`src/rtl/serial_add_ctrl.sv`:
```
// Bit-serial WIDTH-bit adder: one 1-bit slice (two half adders + OR) reused LSB first.
// Latency: start accepted at edge E, done high the cycle after edge E+WIDTH.
// Backpressure: none; start is ignored outside IDLE and nothing is queued.
module serial_add_ctrl #(
  parameter int WIDTH = 8
) (
  input  logic             clk,
  input  logic             rst,
  input  logic             start,
  input  logic [WIDTH-1:0] a,
  input  logic [WIDTH-1:0] b,
  input  logic             c_in,
  output logic             busy,
  output logic             done,
  output logic [WIDTH-1:0] sum,
  output logic             c_out
);

  localparam int CW = (WIDTH > 1) ? $clog2(WIDTH) : 1;
  localparam logic [CW-1:0] LAST = CW'(WIDTH - 1);

  typedef enum logic [1:0] {IDLE, RUN, DONE} state_t;

  state_t          state;
  logic [WIDTH-1:0] a_sh, b_sh, r_sh, r_nxt;
  logic [CW-1:0]    cnt;
  logic             carry, carry_nxt;
  logic             p, g1, s, g2;

  // The single shared slice: a_sh[0] + b_sh[0] + carry.
  always_comb begin
    p         = a_sh[0] ^ b_sh[0];
    g1        = a_sh[0] & b_sh[0];
    s         = p ^ carry;
    g2        = p & carry;
    carry_nxt = g1 | g2;
    r_nxt     = WIDTH'({s, r_sh} >> 1);
  end

  always_ff @(posedge clk) begin
    if (rst) begin
      state <= IDLE;
      a_sh  <= '0;
      b_sh  <= '0;
      r_sh  <= '0;
      carry <= 1'b0;
      cnt   <= '0;
      busy  <= 1'b0;
      done  <= 1'b0;
      sum   <= '0;
      c_out <= 1'b0;
    end else begin
      case (state)
        IDLE: begin
          if (start) begin
            a_sh  <= a;
            b_sh  <= b;
            carry <= c_in;
            cnt   <= '0;
            busy  <= 1'b1;
            state <= RUN;
          end
        end
        RUN: begin
          carry <= carry_nxt;
          a_sh  <= a_sh >> 1;
          b_sh  <= b_sh >> 1;
          r_sh  <= r_nxt;
          if (cnt == LAST) begin
            // Result only becomes visible here, so partial sums never leak out.
            sum   <= r_nxt;
            c_out <= carry_nxt;
            busy  <= 1'b0;
            done  <= 1'b1;
            state <= DONE;
          end else begin
            cnt <= cnt + 1'b1;
          end
        end
        DONE: begin
          done  <= 1'b0;
          state <= IDLE;
        end
        default: begin
          busy  <= 1'b0;
          done  <= 1'b0;
          state <= IDLE;
        end
      endcase
    end
  end

endmodule

```
`config.mk`:
```
export PLATFORM = sky130hd
export DESIGN_NAME = serial_add_ctrl
export DESIGN_NICKNAME = d
export VERILOG_FILES = /design/src/rtl/serial_add_ctrl.sv
export SDC_FILE = /design/constraint.sdc
export NUM_CORES = 1
export LEC_CHECK = 0
export ABC_AREA = 1
export CAP_MARGIN = 20
export CORE_ASPECT_RATIO = 0.5
export CORE_MARGIN = 10
export CORE_UTILIZATION = 49
export CTS_BUF_LIST = sky130_fd_sc_hd__clkbuf_4 sky130_fd_sc_hd__clkbuf_8
export DETAILED_ROUTE_END_ITERATION = 8
export MAX_ROUTING_LAYER = met4
export PLACE_DENSITY = 0.79
export SLEW_MARGIN = 15
export SYNTH_ARGS = -nofsm -noshare
export SYNTH_HDL_FRONTEND = slang
export SYNTH_SLANG_ARGS = --single-unit
```
`constraint.sdc`:
```
create_clock -name clk -period 1.6 [get_ports clk]
set_input_delay 0.32 -clock clk [delete_from_list [all_inputs] [get_ports clk]]
set_output_delay 0.32 -clock clk [all_outputs]
set_load 0.1 [all_outputs]
```
# After elaboration in Yosys (flattened, before gate mapping)

Index checks and enable logic that the tools add are counted.

Bits of input ports: 20
Logic and storage cells: 49
Output and inout port bits: 11
Bits in latches: 0
Memory bits (read-only): 0
Memories kept: 0
Register bits: 41
RAM bits: 0

Reductions and logical operators: 8
$mul: 0
Bitwise gates (word level): 7
$add $sub $neg: 1
Order comparisons: 0
Mux-type cells: 17
Equality and inequality tests: 6
Shifts and indexed selects: 0
Divide/modulo/power cells: 0

Operators with widths:

| cell                                                                  | count |
|---|---|
| 8-bit case mux with 2 select lines                                    | 2 |
| 8-bit 2-to-1 mux                                                      | 2 |
| 2-bit AND reduction                                                   | 4 |
| 3-bit 2-to-1 mux                                                      | 2 |
| 2-bit inequality test, second input constant                          | 3 |
| 3-bit case mux with 2 select lines                                    | 1 |
| 3-bit AND reduction                                                   | 2 |
| 1-bit 2-to-1 mux                                                      | 4 |
| 2-bit 2-to-1 mux                                                      | 2 |
| 1-bit case mux with 2 select lines                                    | 2 |
| 2-bit case mux with 2 select lines                                    | 1 |
| 3-bit by 1-bit adder with 3-bit output, second input constant         | 1 |
| 3-bit equality test, second input constant                            | 1 |
| 1-bit case mux with 3 select lines                                    | 1 |
| 1-bit bitwise AND                                                     | 2 |
| 2-bit by 1-bit equality test with 1-bit output, second input constant | 1 |
| 2-bit equality test, second input constant                            | 1 |
| 2-bit logical NOT                                                     | 1 |
| 1-bit inverter                                                        | 2 |
| 2-bit nonzero test                                                    | 1 |
| 1-bit XOR                                                             | 2 |
| 1-bit bitwise OR                                                      | 1 |

# Logic depth before layout (Yosys ltp)

Depth in word-level cells: 4
Mapped depth: 8

# Least setup slack after synthesis

No wires, ideal clock.

Kind: register to register
From: reg, netlist name sum[0]
To: reg sum[0]
Buffers on the path: 0
Path slack: 315 ps
Data required time: 1533 ps
Cell stages (with the launch flop): 3
Setup time: 67 ps
Data arrival time: 1218 ps
Path through: dfxtp_1 > o21ai_0 > nor2_1

RTL lines:

| what                 | line | text |
|---|---|---|
| end signal, assigned | 71   | `sum <= r_nxt;` |
| end, declared        | 15   | `output logic [WIDTH-1:0] sum,` |

# Final worst setup path

From: reg cnt[0]
To: reg sum[5]

Word-level cells in the longest chain between the ends: 2

Ends and longest elaborated chain:

| what                                 | line | text |
|---|---|---|
| start, declared                      | 26   | `logic [CW-1:0] cnt;` |
| start signal, assigned               | 77   | `cnt <= cnt + 1'b1;` |
| 3-bit equality test                  | 69   | `if (cnt == LAST) begin` |
| 2-bit AND reduction (no source line) | --   |  |

Every way passes these cells.
A chain may end at the register's enable or synchronous reset.

==> out/qor.txt <==
==================================================================================================
Overall die area ....................................................................  0.00638 mm2
Final ANT Viol Nets .................................................................            0
Result of the run ...................................................................    completed
Sequential cell area fraction in the yosys report ...................................        0.470
Fraction of final layout cells with drive strength greater than 1 ...................        0.132
Die outline width ...................................................................       103 um
Setup Crit Path Kind ................................................................ flip-flop to flip-flop
Type of destination of the critical path ............................................    flip-flop
Dominant register cell in the synthesized netlist ...................................      dfxtp_1
Number of global-route vias before repair ...........................................         1434
Routed via count divided by cell count ..............................................         4.86
Post-Syn Instances ..................................................................          230
Pin count of the biggest net entering global routing ................................           28
Initial standard-cell utilization of the core .......................................        0.502
Clock network latency to the later pin of the worst-skew pair .......................      0.31 ns
Synth top area cells ................................................................ dfxtp_1 47%, nand2_1 13%, nor2_1 13%, o21ai_0 6.5%, buf_6 3.3%
Clock transition time at the flip-flop clock pins of the worst setup and hold paths .      0.07 ns
Async SR Flop Fraction ..............................................................            0
Most used cells in the layout excluding fill and tap cells .......................... 59 x nand2_1, 57 x nor2_1, 40 x dfxtp_1
Maxcap violations ...................................................................            0
Via count ...........................................................................         1537
Number of buffers and inverters on the critical path ................................            2
Final setup viols ...................................................................            0
Antenna diodes ......................................................................            0
Number of buffer cells added on primary ports .......................................           30
Data arrival, critical path .........................................................      1.74 ns
Slew @ Worst Pin ....................................................................     0.327 ns
Peak supply drop ....................................................................   0.000512 V
Number of buffers inserted during clock tree synthesis ..............................            5
Most frequent CP cell ...............................................................      nand2_1
Synth Register Bits .................................................................           40
Leakage power total .................................................................   0.00103 uW
Setup Slack @ Placement .............................................................     0.102 ns
Number of rows created at floorplan .................................................           15
Final worst-path cycle share ........................................................        0.930
Post-synthesis average cell area ....................................................     7.41 um2
Crit Path Max Fanout ................................................................            6
Top-level I/O count .................................................................           31
Required time at the endpoint of the critical path ..................................      1.85 ns
Overall track demand over capacity in global routing ................................        0.133
Number of flops mapped to enable cells by yosys .....................................            0
TritonCTS clock tree ................................................................         done
Number of search-and-repair iterations in the first detailed-routing pass ...........            4
Cell count after placement ..........................................................          308
Fraction of post-synthesis cell area in the top cell type by area ...................        0.470
Slowest cell on the critical path ...................................................      dfxtp_1
Setup repair after global routing missed its margin .................................        false
Max-slew headroom at the worst pin ..................................................        0.782
Met2 layer wire length in the routed design .........................................      1.97 mm
GP Congestion .......................................................................        0.785
Post-Layout Cell Count ..............................................................          316
Most common library cell in the layout ignoring fill and taps .......................      nand2_1
Slowest Stage Delay on Critical Path ................................................      0.38 ns
Vertical die dimension ..............................................................      61.7 um
Total DRC errors in the routed layout ...............................................            0
Final #Nets .........................................................................          287
CTS root buffer .....................................................................     clkbuf_8
Number of sinks handled by clock tree synthesis .....................................           40
Area leader, netlist ................................................................      dfxtp_1
Total wire length after detailed routing ............................................      4.00 mm
Family with the most delay on the worst path ........................................ simple AND/OR/NAND/NOR gates
First-pass GRT wire length ..........................................................      6.35 mm
Final worst-path setup slack ........................................................     0.111 ns
Metal3 WL ...........................................................................       132 um
Net count after synthesis ...........................................................          253
Post-detailed-route wirelength per cell .............................................      12.7 um
Cell area after synthesis ...........................................................  0.00170 mm2
Warnings, synthesis .................................................................            0
Synthesis-to-layout area growth .....................................................        35.5%
Depth of the CTS H-tree .............................................................            2
Post CTS Setup Buffer Count .........................................................            0
Critical path, cell by cell ......................................................... ha_1 > ha_2 > inv_1 > nor2_4 > nand2_1 > inv_1 > nand2_1 > nand2_1
Min Clock Period, post-route ........................................................      1.49 ns
Fmax ................................................................................    0.672 GHz
Setup Skew ..........................................................................   0.00885 ns
Library cells used by synthesis .....................................................           20
Overall power after layout ..........................................................      2530 uW
Area inside the core boundary .......................................................  0.00340 mm2
Final hold violation count ..........................................................            0
Starting DRC count in detailed routing ..............................................          145
Worst setup SP type .................................................................    flip-flop
Setup TNS ...........................................................................         0 ns
DP HPWL .............................................................................      2.81 mm
Utilization of the core after routing ...............................................        0.680
Met1 wire length ....................................................................      1.82 mm
Cell area power density .............................................................  1100 mW/mm2
Maximum number of buffers from clock root to sink ...................................            2
GR Overflow Total ...................................................................            0
Top layer in use ....................................................................         met4
Final max-slew violation count ......................................................            0
Class of the worst hold path ........................................................ flip-flop to flip-flop
Number of antenna violations at the first check in global routing ...................            0
==================================================================================================
==> kinds of logic (layout without fill, tap and decap cells) <==
logic type | Yosys count | after routing | synth area share
DFF | 40 | 40 | 0.470
AOI/OAI and AO/OA | 39 | 39 | 0.119
adders and majority gates | 3 | 3 | 0.0264
buffers and inverters | 19 | 54 | 0.0705
and+or+nand+nor | 129 | 129 | 0.314
==> registers in the layout (all words and copies together), names as in the netlist, 2 cells and up <==
signal and cells:
a_sh 8, b_sh 8, cnt 3, r_sh 7, state 2, sum 8
==> final cells by class <==
type	count	area [um2]
clock inverters	3	90.1
multi-input cells	171	786
inverters	9	36.3
clock buffers	5	68.8
flip-flops and latches	40	801
fillers	280	1090
repair buffers	37	463
well taps	51	63.8
==> routing by layer <==
| metal | global-route usage | vias to the layer above |
|---|---|---|
| met4 | 0.0766 | 0 |
| li1 | - | 795 |
| met3 | 0.0298 | 13 |
| met2 | 0.228 | 36 |
| met5 | - | - |
| met1 | 0.143 | 693 |
==> cell usage after synthesis, types with 2 or more instances <==
cell type,number
nand3_1,8
o21ai_0,22
nor2_1,57
nand2_1,59
a21oi_1,6
clkbuf_1,2
o21ai_1,9
buf_4,2
dfxtp_1,40
o21ai_2,2
ha_1,2
nor2_4,2
buf_6,5
inv_1,8
==> timing repair <==
action	4_1_cts	5_1_grt
hold endpoints to repair	0	0
resized for setup	0	1
endpoints found under the setup margin	0	2
hold buffers	0	0
==> metrics by stage <==
stage               area [um2]  hold slack, ns
finish                    2310           0.471
global route              2310           0.495
global placement          2150           0.453
CTS                       2310           0.474
detailed placement        2150           0.463
floorplan                 1700           0.389
==> final timing paths <==
| kind | from | end | slack (ns) | cells past startpoint |
|---|---|---|---|---|
| hold / removal | r_sh[6]$_SDFFE_PP0P_ | sum[5]$_SDFFE_PP0P_ | 0.47 | 2 |
| setup / recovery | cnt[0]$_SDFFE_PP0P_ | sum[5]$_SDFFE_PP0P_ | 0.11 | 8 |
| hold reg to reg | r_sh[6]$_SDFFE_PP0P_ | sum[5]$_SDFFE_PP0P_ | 0.47 | 2 |
| setup reg to reg | cnt[0]$_SDFFE_PP0P_ | sum[5]$_SDFFE_PP0P_ | 0.11 | 8 |
==> worst reg2reg max path: cells and delay by family (launching register included) <==
| kind | cells | cell delay [ns] |
|---|---|---|
| and+or+nand+nor | 4 | 0.44 |
| DFF | 1 | 0.38 |
| buffers and inverters | 2 | 0.23 |
| adders and majority gates | 2 | 0.39 |
==> power by group <==
group,leakage (uW),internal (uW),switching [uW]
Clock,0.0000784,780,376
Sequential,0.000329,1050,39.4
Combinational,0.000621,128,157
No activity file was read; power rests on OpenSTA's default activity.
